===== config.mk =====
export PLATFORM = sky130hd
export DESIGN_NAME = systolic_ctrl_flat
export DESIGN_NICKNAME = d
export VERILOG_FILES = /design/src/rtl/systolic_pkg.sv /design/src/rtl/systolic_ctrl_if.sv /design/src/rtl/systolic_skew_lane.sv /design/src/rtl/systolic_ctrl.sv /design/src/flat_wrapper.sv
export SDC_FILE = /design/constraint.sdc
export NUM_CORES = 1
export LEC_CHECK = 0
export ABC_CLOCK_PERIOD_IN_PS = 8700
export CORE_ASPECT_RATIO = 2
export CORE_MARGIN = 5
export CORE_UTILIZATION = 45
export DETAILED_ROUTE_END_ITERATION = 16
export GPL_ROUTABILITY_DRIVEN = 0
export PLACE_DENSITY = 0.76
export SLEW_MARGIN = 20
export SYNTH_ARGS = -nofsm -noshare
export SYNTH_HDL_FRONTEND = slang
export SYNTH_HIERARCHICAL = 1
export SYNTH_SLANG_ARGS = --single-unit

===== constraint.sdc =====
create_clock -name clk -period 8.7 [get_ports clk]
set_clock_uncertainty 0.2 [all_clocks]
set_input_delay 1.305 -clock clk [delete_from_list [all_inputs] [get_ports clk]]
set_output_delay 1.305 -clock clk [all_outputs]
set_load 0.005 [all_outputs]

===== src/rtl/systolic_pkg.sv =====
// Shared types and width helpers for the systolic array sequencing controller.
package systolic_pkg;

  typedef enum logic [2:0] {
    IDLE,
    CLEAR,
    FEED,
    DRAIN,
    DONE
  } ctrl_state_t;

  // The feed counter must reach K + 2N - 2 distinct values without wrapping at K = KMAX.
  function automatic int feedCntWidth(input int kmax, input int n);
    return $clog2(kmax + 2 * n - 1);
  endfunction

  function automatic int rowIdxWidth(input int n);
    return $clog2(n);
  endfunction

endpackage


===== src/rtl/systolic_ctrl_if.sv =====
// Host command, array control and result handshake bundle for systolic_ctrl.
interface systolic_ctrl_if
  import systolic_pkg::*;
#(
  parameter int N    = 4,
  parameter int KMAX = 16
);
  localparam int KW = $clog2(KMAX);
  localparam int RW = rowIdxWidth(N);

  logic            start;
  logic [KW:0]     k_len;
  logic            busy;
  logic            done;
  logic            err;
  logic            arr_rstn;
  logic            pe_en;
  logic [N-1:0]    a_valid;
  logic [N*KW-1:0] a_addr;
  logic [N-1:0]    b_valid;
  logic [N*KW-1:0] b_addr;
  logic [RW-1:0]   res_row;
  logic            res_valid;
  logic            res_ready;

  modport master (
    input  start, k_len, res_ready,
    output busy, done, err, arr_rstn, pe_en,
    output a_valid, a_addr, b_valid, b_addr,
    output res_row, res_valid
  );

  modport slave (
    output start, k_len, res_ready,
    input  busy, done, err, arr_rstn, pe_en,
    input  a_valid, a_addr, b_valid, b_addr,
    input  res_row, res_valid
  );

endinterface


===== src/rtl/systolic_skew_lane.sv =====
// One edge lane of the skewed feed: valid while LANE <= t < LANE + K, address t - LANE.
module systolic_skew_lane #(
  parameter int KW   = 4,
  parameter int TW   = 5,
  parameter int LANE = 0
) (
  input  logic [TW-1:0] i_t,
  input  logic [KW:0]   i_k,
  input  logic          i_en,
  output logic          o_valid,
  output logic [KW-1:0] o_addr
);
  // Two spare bits keep LANE + K from overflowing for any legal K.
  localparam int LW = TW + 2;

  logic [LW-1:0] w_t;
  logic [LW-1:0] w_lo;
  logic [LW-1:0] w_hi;

  assign w_t  = LW'(i_t);
  assign w_lo = LW'(LANE);
  assign w_hi = w_lo + LW'(i_k);

  assign o_valid = i_en && (w_t >= w_lo) && (w_t < w_hi);
  assign o_addr  = o_valid ? KW'(w_t - w_lo) : '0;

endmodule


===== src/rtl/systolic_ctrl.sv =====
// Sequencer for the NxN PE array: clear, skewed edge feed, then handshaked row drain.
module systolic_ctrl
  import systolic_pkg::*;
#(
  parameter int N    = 4,
  parameter int KMAX = 16
) (
  input  logic            clk,
  input  logic            rstn,
  systolic_ctrl_if.master bus
);
  localparam int KW = $clog2(KMAX);
  localparam int TW = feedCntWidth(KMAX, N);
  localparam int RW = rowIdxWidth(N);

  localparam logic [KW:0]   C_KMAX     = (KW + 1)'(KMAX);
  localparam logic [TW-1:0] C_SKEW     = TW'(2 * N - 3);
  localparam logic [RW-1:0] C_LAST_ROW = RW'(N - 1);

  ctrl_state_t     r_state;
  ctrl_state_t     w_stateNext;
  logic [KW:0]     r_k;
  logic [KW:0]     w_kNext;
  logic [TW-1:0]   r_t;
  logic [TW-1:0]   w_tNext;
  logic [TW-1:0]   w_tLast;
  logic [RW-1:0]   r_row;
  logic [RW-1:0]   w_rowNext;
  logic            w_errNext;
  logic            w_kOk;
  logic            w_feedNext;

  logic            r_busy;
  logic            r_done;
  logic            r_err;
  logic            r_arrRstn;
  logic            r_peEn;
  logic            r_resValid;
  logic [N-1:0]    r_aValid;
  logic [N-1:0]    r_bValid;
  logic [N*KW-1:0] r_aAddr;
  logic [N*KW-1:0] r_bAddr;
  logic [N-1:0]    w_aValid;
  logic [N-1:0]    w_bValid;
  logic [N*KW-1:0] w_aAddr;
  logic [N*KW-1:0] w_bAddr;

  assign w_kOk      = (bus.k_len != '0) && (bus.k_len <= C_KMAX);
  assign w_tLast    = TW'(r_k) + C_SKEW;
  assign w_feedNext = (w_stateNext == FEED);

  always_comb begin
    w_stateNext = r_state;
    w_kNext     = r_k;
    w_tNext     = r_t;
    w_rowNext   = r_row;
    w_errNext   = 1'b0;
    unique case (r_state)
      IDLE: begin
        if (bus.start) begin
          if (w_kOk) begin
            w_stateNext = CLEAR;
            w_kNext     = bus.k_len;
          end else begin
            w_errNext = 1'b1;
          end
        end
      end
      CLEAR: begin
        w_stateNext = FEED;
        w_tNext     = '0;
      end
      FEED: begin
        if (r_t == w_tLast) begin
          w_stateNext = DRAIN;
          w_rowNext   = '0;
        end else begin
          w_tNext = r_t + TW'(1);
        end
      end
      DRAIN: begin
        if (r_resValid && bus.res_ready) begin
          if (r_row == C_LAST_ROW) begin
            w_stateNext = DONE;
            w_rowNext   = '0;
          end else begin
            w_rowNext = r_row + RW'(1);
          end
        end
      end
      DONE: begin
        w_stateNext = IDLE;
      end
      default: begin
        w_stateNext = IDLE;
      end
    endcase
  end

  // Lanes look at next-cycle t so their registered outputs line up with the feed counter.
  for (genvar gi = 0; gi < N; gi++) begin : g_lane
    systolic_skew_lane #(
      .KW  (KW),
      .TW  (TW),
      .LANE(gi)
    ) u_aLane (
      .i_t    (w_tNext),
      .i_k    (r_k),
      .i_en   (w_feedNext),
      .o_valid(w_aValid[gi]),
      .o_addr (w_aAddr[gi*KW +: KW])
    );

    systolic_skew_lane #(
      .KW  (KW),
      .TW  (TW),
      .LANE(gi)
    ) u_bLane (
      .i_t    (w_tNext),
      .i_k    (r_k),
      .i_en   (w_feedNext),
      .o_valid(w_bValid[gi]),
      .o_addr (w_bAddr[gi*KW +: KW])
    );
  end

  always_ff @(posedge clk) begin
    if (!rstn) begin
      r_state    <= IDLE;
      r_k        <= '0;
      r_t        <= '0;
      r_row      <= '0;
      r_busy     <= 1'b0;
      r_done     <= 1'b0;
      r_err      <= 1'b0;
      r_arrRstn  <= 1'b0;
      r_peEn     <= 1'b0;
      r_resValid <= 1'b0;
      r_aValid   <= '0;
      r_bValid   <= '0;
      r_aAddr    <= '0;
      r_bAddr    <= '0;
    end else begin
      r_state    <= w_stateNext;
      r_k        <= w_kNext;
      r_t        <= w_tNext;
      r_row      <= w_rowNext;
      r_busy     <= (w_stateNext == CLEAR) || w_feedNext || (w_stateNext == DRAIN);
      r_done     <= (w_stateNext == DONE);
      r_err      <= w_errNext;
      r_arrRstn  <= (w_stateNext != CLEAR);
      r_peEn     <= w_feedNext;
      r_resValid <= (w_stateNext == DRAIN);
      r_aValid   <= w_aValid;
      r_bValid   <= w_bValid;
      r_aAddr    <= w_aAddr;
      r_bAddr    <= w_bAddr;
    end
  end

  assign bus.busy      = r_busy;
  assign bus.done      = r_done;
  assign bus.err       = r_err;
  assign bus.arr_rstn  = r_arrRstn;
  assign bus.pe_en     = r_peEn;
  assign bus.a_valid   = r_aValid;
  assign bus.a_addr    = r_aAddr;
  assign bus.b_valid   = r_bValid;
  assign bus.b_addr    = r_bAddr;
  assign bus.res_row   = r_row;
  assign bus.res_valid = r_resValid;

endmodule


===== src/flat_wrapper.sv =====
// flat-port wrapper written by rule: the top's interface ports become plain ports
module systolic_ctrl_flat import systolic_pkg::*;
#(
  parameter int N    = 4,
  parameter int KMAX = 16
)
  (clk, rstn, bus_start, bus_k_len, bus_res_ready, bus_busy, bus_done, bus_err, bus_arr_rstn, bus_pe_en, bus_a_valid, bus_a_addr, bus_b_valid, bus_b_addr, bus_res_row, bus_res_valid);
  systolic_ctrl_if #(.N(N), .KMAX(KMAX)) bus_i ();
  input  logic clk;
  input  logic rstn;
  input wire logic [$bits(bus_i.start)-1:0] bus_start;
  input wire logic [$bits(bus_i.k_len)-1:0] bus_k_len;
  input wire logic [$bits(bus_i.res_ready)-1:0] bus_res_ready;
  output wire logic [$bits(bus_i.busy)-1:0] bus_busy;
  output wire logic [$bits(bus_i.done)-1:0] bus_done;
  output wire logic [$bits(bus_i.err)-1:0] bus_err;
  output wire logic [$bits(bus_i.arr_rstn)-1:0] bus_arr_rstn;
  output wire logic [$bits(bus_i.pe_en)-1:0] bus_pe_en;
  output wire logic [$bits(bus_i.a_valid)-1:0] bus_a_valid;
  output wire logic [$bits(bus_i.a_addr)-1:0] bus_a_addr;
  output wire logic [$bits(bus_i.b_valid)-1:0] bus_b_valid;
  output wire logic [$bits(bus_i.b_addr)-1:0] bus_b_addr;
  output wire logic [$bits(bus_i.res_row)-1:0] bus_res_row;
  output wire logic [$bits(bus_i.res_valid)-1:0] bus_res_valid;
  assign bus_i.start = bus_start;
  assign bus_i.k_len = bus_k_len;
  assign bus_i.res_ready = bus_res_ready;
  assign bus_busy = bus_i.busy;
  assign bus_done = bus_i.done;
  assign bus_err = bus_i.err;
  assign bus_arr_rstn = bus_i.arr_rstn;
  assign bus_pe_en = bus_i.pe_en;
  assign bus_a_valid = bus_i.a_valid;
  assign bus_a_addr = bus_i.a_addr;
  assign bus_b_valid = bus_i.b_valid;
  assign bus_b_addr = bus_i.b_addr;
  assign bus_res_row = bus_i.res_row;
  assign bus_res_valid = bus_i.res_valid;
  systolic_ctrl #(.N(N), .KMAX(KMAX)) u_core (.clk(clk), .rstn(rstn), .bus(bus_i));
endmodule

; ---- Word level (Yosys, flattened, before mapping)
; Index checks and enable logic that the tools add are counted.
; W data, S select, Z words.
[classes]
add_sub_neg = 9
n_mul = 0
div_mod_pow = 0
order_cmp = 9
n_eq_ne = 12
n_shift = 0
n_mux = 13
bitwise = 0
n_reduce_logical = 22
[ops]
columns = operator, count
row1 = $lt A5 B6 Y1, 3
row2 = $mux W3, 5
row3 = $add A2 B5 Y6 const A, 2
row4 = $eq A3 B2 Y1 const B, 4
row5 = $pmux W3 S4, 1
row6 = $ge A5 B1 Y1 const B, 2
row7 = $ge A5 B2 Y1 const B, 2
row8 = $logic_and A1 B1 Y1, 10
row9 = $pmux W5 S2, 1
row10 = $reduce_and A3 Y1, 3
row11 = $reduce_and A2 Y1, 4
row12 = $sub A4 B2 Y4 const B, 2
row13 = $add A1 B5 Y6 const A, 1
row14 = $eq A3 B1 Y1 const B, 2
row15 = $mux W2, 3
row16 = $add A5 B1 Y5 const B, 1
row17 = $add A5 B3 Y5 const B, 1
row18 = $eq A5 B5 Y1, 1
row19 = $le A5 B5 Y1 const B, 1
row20 = $lt A5 B5 Y1, 1
row21 = $mux W5, 1
row22 = $reduce_bool A5 Y1, 1
row23 = $ne A2 B1 Y1 const B, 2
row24 = $pmux W2 S2, 1
row25 = other kinds (9), 10
[word_totals]
reg_bits = 41
latch_bits = 0
mem_bits_rw = 0
romBits = 0
input_bits = 9
out_inout_bits = 48
word_cells = 80
n_memories = 0

; ---- Longest topological paths before layout
[depth]
depth_word = 9
depth_mapped = 13
depth_no_buf = 13

; ---- By module
; The synthesis kept the hierarchy.
[by_module_without_submodules]
columns = module, instances, cells_per_inst, area_each_um2, seq_area_each_um2
row1 = systolic_ctrl, 1, 208, 2144.6, 1221.2
row2 = systolic_skew_lane (u_core.g_lane[1].u_aLane ...), 2, 31, 271.5, 0.0
row3 = systolic_skew_lane (u_core.g_lane[3].u_aLane ...), 2, 30, 262.8, 0.0
row4 = systolic_skew_lane (u_core.g_lane[2].u_aLane ...), 2, 28, 217.7, 0.0
row5 = systolic_skew_lane (u_core.g_lane[0].u_aLane ...), 2, 24, 167.7, 0.0

; ---- Worst setup path after synthesis
; Ideal clock, no wire load.
[synth_timing]
path_kind = register to register
start = reg u_core.r_k[0]
end = reg u_core.r_aAddr[12] (netlist: u_core/bus.a_addr[12])
setup_ps = 59
arrival_time_ps = 4536
required_time_ps = 8441
path_slack_ps = 3905
stages_incl_launch_ff = 13
n_path_buf = 0
synth_period_minus_slack_ps = 4795
cell_sequence = dfxtp_1 ha_1 nor3b_1 a21oi_1 a21oi_1 o2111ai_4 nand3_1 mux2i_1 ha_1 a211oi_2 o21ai_2 a211oi_1 and2_1
[synth_via]
elab_chain_len = 8
elab_cells_between_ends = 14
classes_between = add/sub (3) / order compare (2) / eq/ne (2) / mux (4) / reduce/logical (3)
[synth_lines]
columns = element, line_no
row1 = start: declaration, systolic_ctrl.sv:22  ; logic [KW:0] r_k;
row2 = start signal: assignment, systolic_ctrl.sv:145  ; r_k <= w_kNext;
row3 = $add A5 B3 Y5 (*), systolic_ctrl.sv:49  ; assign w_tLast = TW'(r_k) + C_SKEW;
row4 = $eq A5 B5 Y1 (*), systolic_ctrl.sv:74  ; if (r_t == w_tLast) begin
row5 = $mux W5 (*), systolic_ctrl.sv:74
row6 = $pmux W5 S2 (*), systolic_ctrl.sv:58  ; unique case (r_state)
row7 = net u_core.w_tNext[3], systolic_ctrl.sv:25  ; logic [TW-1:0] w_tNext;
row8 = $ge A5 B2 Y1, systolic_skew_lane.sv:24  ; assign o_valid = i_en && (w_t >= w_lo) && (w_t < w_hi);
row9 = $logic_and A1 B1 Y1, systolic_skew_lane.sv:24
row10 = $logic_and A1 B1 Y1 (*), systolic_skew_lane.sv:24
row11 = $reduce_and A2 Y1 (no line) (*), -
row12 = end signal: assignment, systolic_ctrl.sv:156  ; r_aAddr <= w_aAddr;
row13 = end: declaration, systolic_ctrl.sv:41  ; logic [N*KW-1:0] r_aAddr;
; The timed path passes the listed nets; every way through them passes the cells marked *.
; A chain may end at the register's enable or synchronous reset.

; ---- Worst setup path in the final report
[layout_timing]
start = reg u_core.r_k[0]
end = reg u_core.r_aAddr[13] (netlist: u_core/bus.a_addr[13])
; The elaborated chain is that of the path after synthesis.

==> out/results.txt <==
Mapped Nets -> 492
Slew margin rel. -> 0.287
CP startpoint kind -> flop
P_leak -> 2.07 nW
Netlist cell types -> 51
Number of hold buffers added after cts -> 0
Clk slew on worst S/H paths -> 50 ps
Final Cycle Share -> 0.523
Switching share of power -> 0.240
RR Startpoint -> u_core/r_k[0]
Starting Density -> 0.461
Comb pwr share -> 0.144
H-tree depth -> 3
Worst min-delay path category -> flop to flop
Layout cell share with drive strength beyond 1 -> 0.103
Detail Route Antenna Nets -> 0
RSZ-0062 raised after global routing -> no
Post-CTS setup buffer count -> 0
Clock Tree Buf Depth -> 2
Number of setup violations in the final report -> 0
Fmax -> 0.220 GHz
Area growth from synthesis to layout -> 25.9%
Num Clock Sinks -> 61
Total Wirelength -> 8320 um
Part of the power in registers -> 0.382
Vias in the first global route -> 3368
Arr. time, crit path -> 4610 ps
Die area -> 0.0109 mm2
Vias/cell -> 5.47
Crit path max fanout -> 24
Die height -> 143 um
Post-layout net count -> 556
Min Clock Period, post-route -> 4550 ps
Post-detail-place hpwl -> 6090 um
Die width -> 76.5 um
Tot GR Track Use -> 0.159
Post-CTS Resized -> 0
Setup WS pre-CTS -> 4250 ps
Status -> complete, no violations
Drt first-iter violations -> 151
Inserted Diodes -> 0
WHS -> 342 ps
First-pass GRT wire length -> 14500 um
Crit. Startpoint -> u_core/r_k[0]
PwrDens -> 153 mW/mm2
Clock share of power -> 0.474
Seq/Total Area, Yosys -> 0.307
Initial antenna violation count -> 0
Per-cell routed wire length -> 13.8 um
Pint -> 0.000581 W
Ports -> 57
Final setup margin -> 4150 ps
Sequential Area -> 0.00122 mm2
Max-cap violation count -> 0
Cell taking the most area after synthesis -> dfxtp_1
Largest net degree at the start of global routing -> 51
Share of Yosys cell area claimed by the top area cell type -> 0.307
Core Util, Final -> 0.580
Worst-Skew Late Latency -> 320 ps
DRT Pass-1 Iters -> 4
Vias post-DR -> 3301
Cell area after layout -> 0.00501 mm2
#FFs+latches synth -> 61
Fill count -> 792
Hold path start -> u_core/bus.res_row[0]
Residual DRC -> 0
Worst setup EP type -> flop
Grt total ovfl -> 0
Fin Setup TNS -> 0 ps
TritonCTS Buffers -> 9
Syn Area/Cell -> 9.18 um2
Kind of critical path -> flop to flop
Cell Area, Synth -> 0.00398 mm2
VDD IR max -> 113 uV
Mapped Cells -> 434
Sw power -> 0.000184 W
Core area -> 0.00865 mm2
CP required -> 8760 ps
Slew @ Worst Pin -> 1050 ps
Fin. max-slew vios -> 0
IO buf count -> 56
Final hold vios -> 0
Rows -> 48
Dominant cells by area after synthesis -> dfxtp_1, ha_1, and2_1
Multi-input gate area -> 0.00262 mm2
Placed cell area -> 0.00471 mm2
Ys Warns -> 6
CTS tree -> done
Root Buffer Master -> clkbuf_16
==> per-stage QoR <==
step	total power (W)	cells
floorplan	0.000375	434
global placement	0.000403	587
detailed placement	0.000407	587
CTS	0.000776	603
global route	0.000800	603
finish	0.000765	603
==> synthesized netlist by cell type, drive strengths merged <==
library cell	number
and4	2
a21oi	12
or2	2
nor3	5
o211ai	8
mux2i	12
a32oi	2
o21a	4
nor2b	4
a21o	3
xnor2	15
a221oi	1
nand3	26
o21bai	2
ha	49
clkbuf	9
a211o	2
nor4	3
inv	33
o21ai	10
nor4b	1
a22oi	2
o22a	1
buf	1
o41ai	4
nor3b	1
and3	4
xor2	18
dfxtp	61
or3	3
nand2	21
o2111ai	3
a211oi	18
o31ai	1
and2	42
nand4	1
nor2	28
a31oi	12
nand2b	6
or3b	2
==> final cells by class <==
| class | instances | area share |
|---|---|---|
| repair buffers | 63 | 0.122 |
| clock inverters | 5 | 0.0150 |
| well taps | 100 | 0.0250 |
| clock buffers | 11 | 0.0464 |
| inverters | 33 | 0.0247 |
| multi-input cells | 330 | 0.523 |
| flip-flops and latches | 61 | 0.244 |
==> worst paths after layout <==
| path | to | slack [ps] | depth (start not counted) |
|---|---|---|---|
| hold reg to reg | u_core/bus.res_row[0] | 340 | 2 |
| setup reg to reg | u_core/bus.a_addr[13] | 4150 | 12 |
| setup / recovery | u_core/bus.a_addr[13] | 4150 | 12 |
| hold / removal | u_core/bus.res_row[0] | 340 | 2 |
==> metal layers <==
metal | GRT usage | up-vias | share of wire
met5 | 0 | - | 0
met4 | 0.0820 | 0 | 0.021
met3 | 0.0322 | 14 | 0.038
met2 | 0.313 | 60 | 0.56
met1 | 0.151 | 1566 | 0.38
li1 | - | 1661 | -
==> state kept, by name, indices dropped and copies added (netlist names) <==
name and count:
u_core/bus.a_addr 16, u_core/bus.a_valid 4, u_core/bus.arr_rstn 1, u_core/bus.b_addr 16, u_core/bus.b_valid 4, u_core/bus.busy 1, u_core/bus.done 1, u_core/bus.err 1
u_core/bus.pe_en 1, u_core/bus.res_row 2, u_core/bus.res_valid 1, u_core/r_k 5, u_core/r_state 3, u_core/r_t 5
==> cell usage in the layout (no fill, tap or decap), types with 3 or more instances in the layout <==
cell type	netlist	final
a211oi_1	16	16
clkdlybuf4s50_1	0	56
clkbuf_16	0	9
o211ai_1	6	6
inv_1	33	33
o21ai_2	4	4
a31oi_1	12	12
o21ai_0	4	4
ha_1	49	49
o41ai_4	4	4
nand2_1	19	19
mux2i_2	0	3
nand3_1	26	26
nor3_1	5	5
a21o_1	3	3
o21a_1	4	4
and3_1	3	3
xnor2_1	15	15
nand2b_1	6	6
and2_1	42	42
clkinv_2	0	3
xor2_1	18	18
a21oi_1	10	10
buf_4	0	7
nor2_1	26	26
dfxtp_1	61	61
nor4_1	3	3
mux2i_1	12	8
==> logic make-up after synthesis <==
family | count (synthesis) | share of synthesized area
AO/OA/AOI/OAI | 85 | 0.186
AND/OR/NAND/NOR | 151 | 0.210
XOR/XNOR | 33 | 0.0726
multiplexers | 12 | 0.0302
flip-flops | 61 | 0.307
buffers and inverters | 43 | 0.0408
adder cells (fa/ha/maj) | 49 | 0.154
==> critical path, cell delays in order (launching register included) <==
cell	delay [ps]
dfxtp_1	820
ha_1	330
nor3b_1	200
a21oi_1	60
a21oi_1	230
o2111ai_4	240
nand3_1	260
mux2i_4	900
ha_1	400
a211oi_2	250
o21ai_2	120
a211oi_1	300
and2_1	160
==> power groups by stage <==
stage | Combinational [W] | Clock (W) | Sequential, W
global placement | 0.000106 | 0 | 0.000297
floorplan | 0.0000748 | 0 | 0.000300
detailed placement | 0.000110 | 0 | 0.000298
CTS | 0.000111 | 0.000372 | 0.000292
global route | 0.000124 | 0.000384 | 0.000293
finish | 0.000110 | 0.000363 | 0.000292
Note: power is estimated with default switching activity, not from simulation.
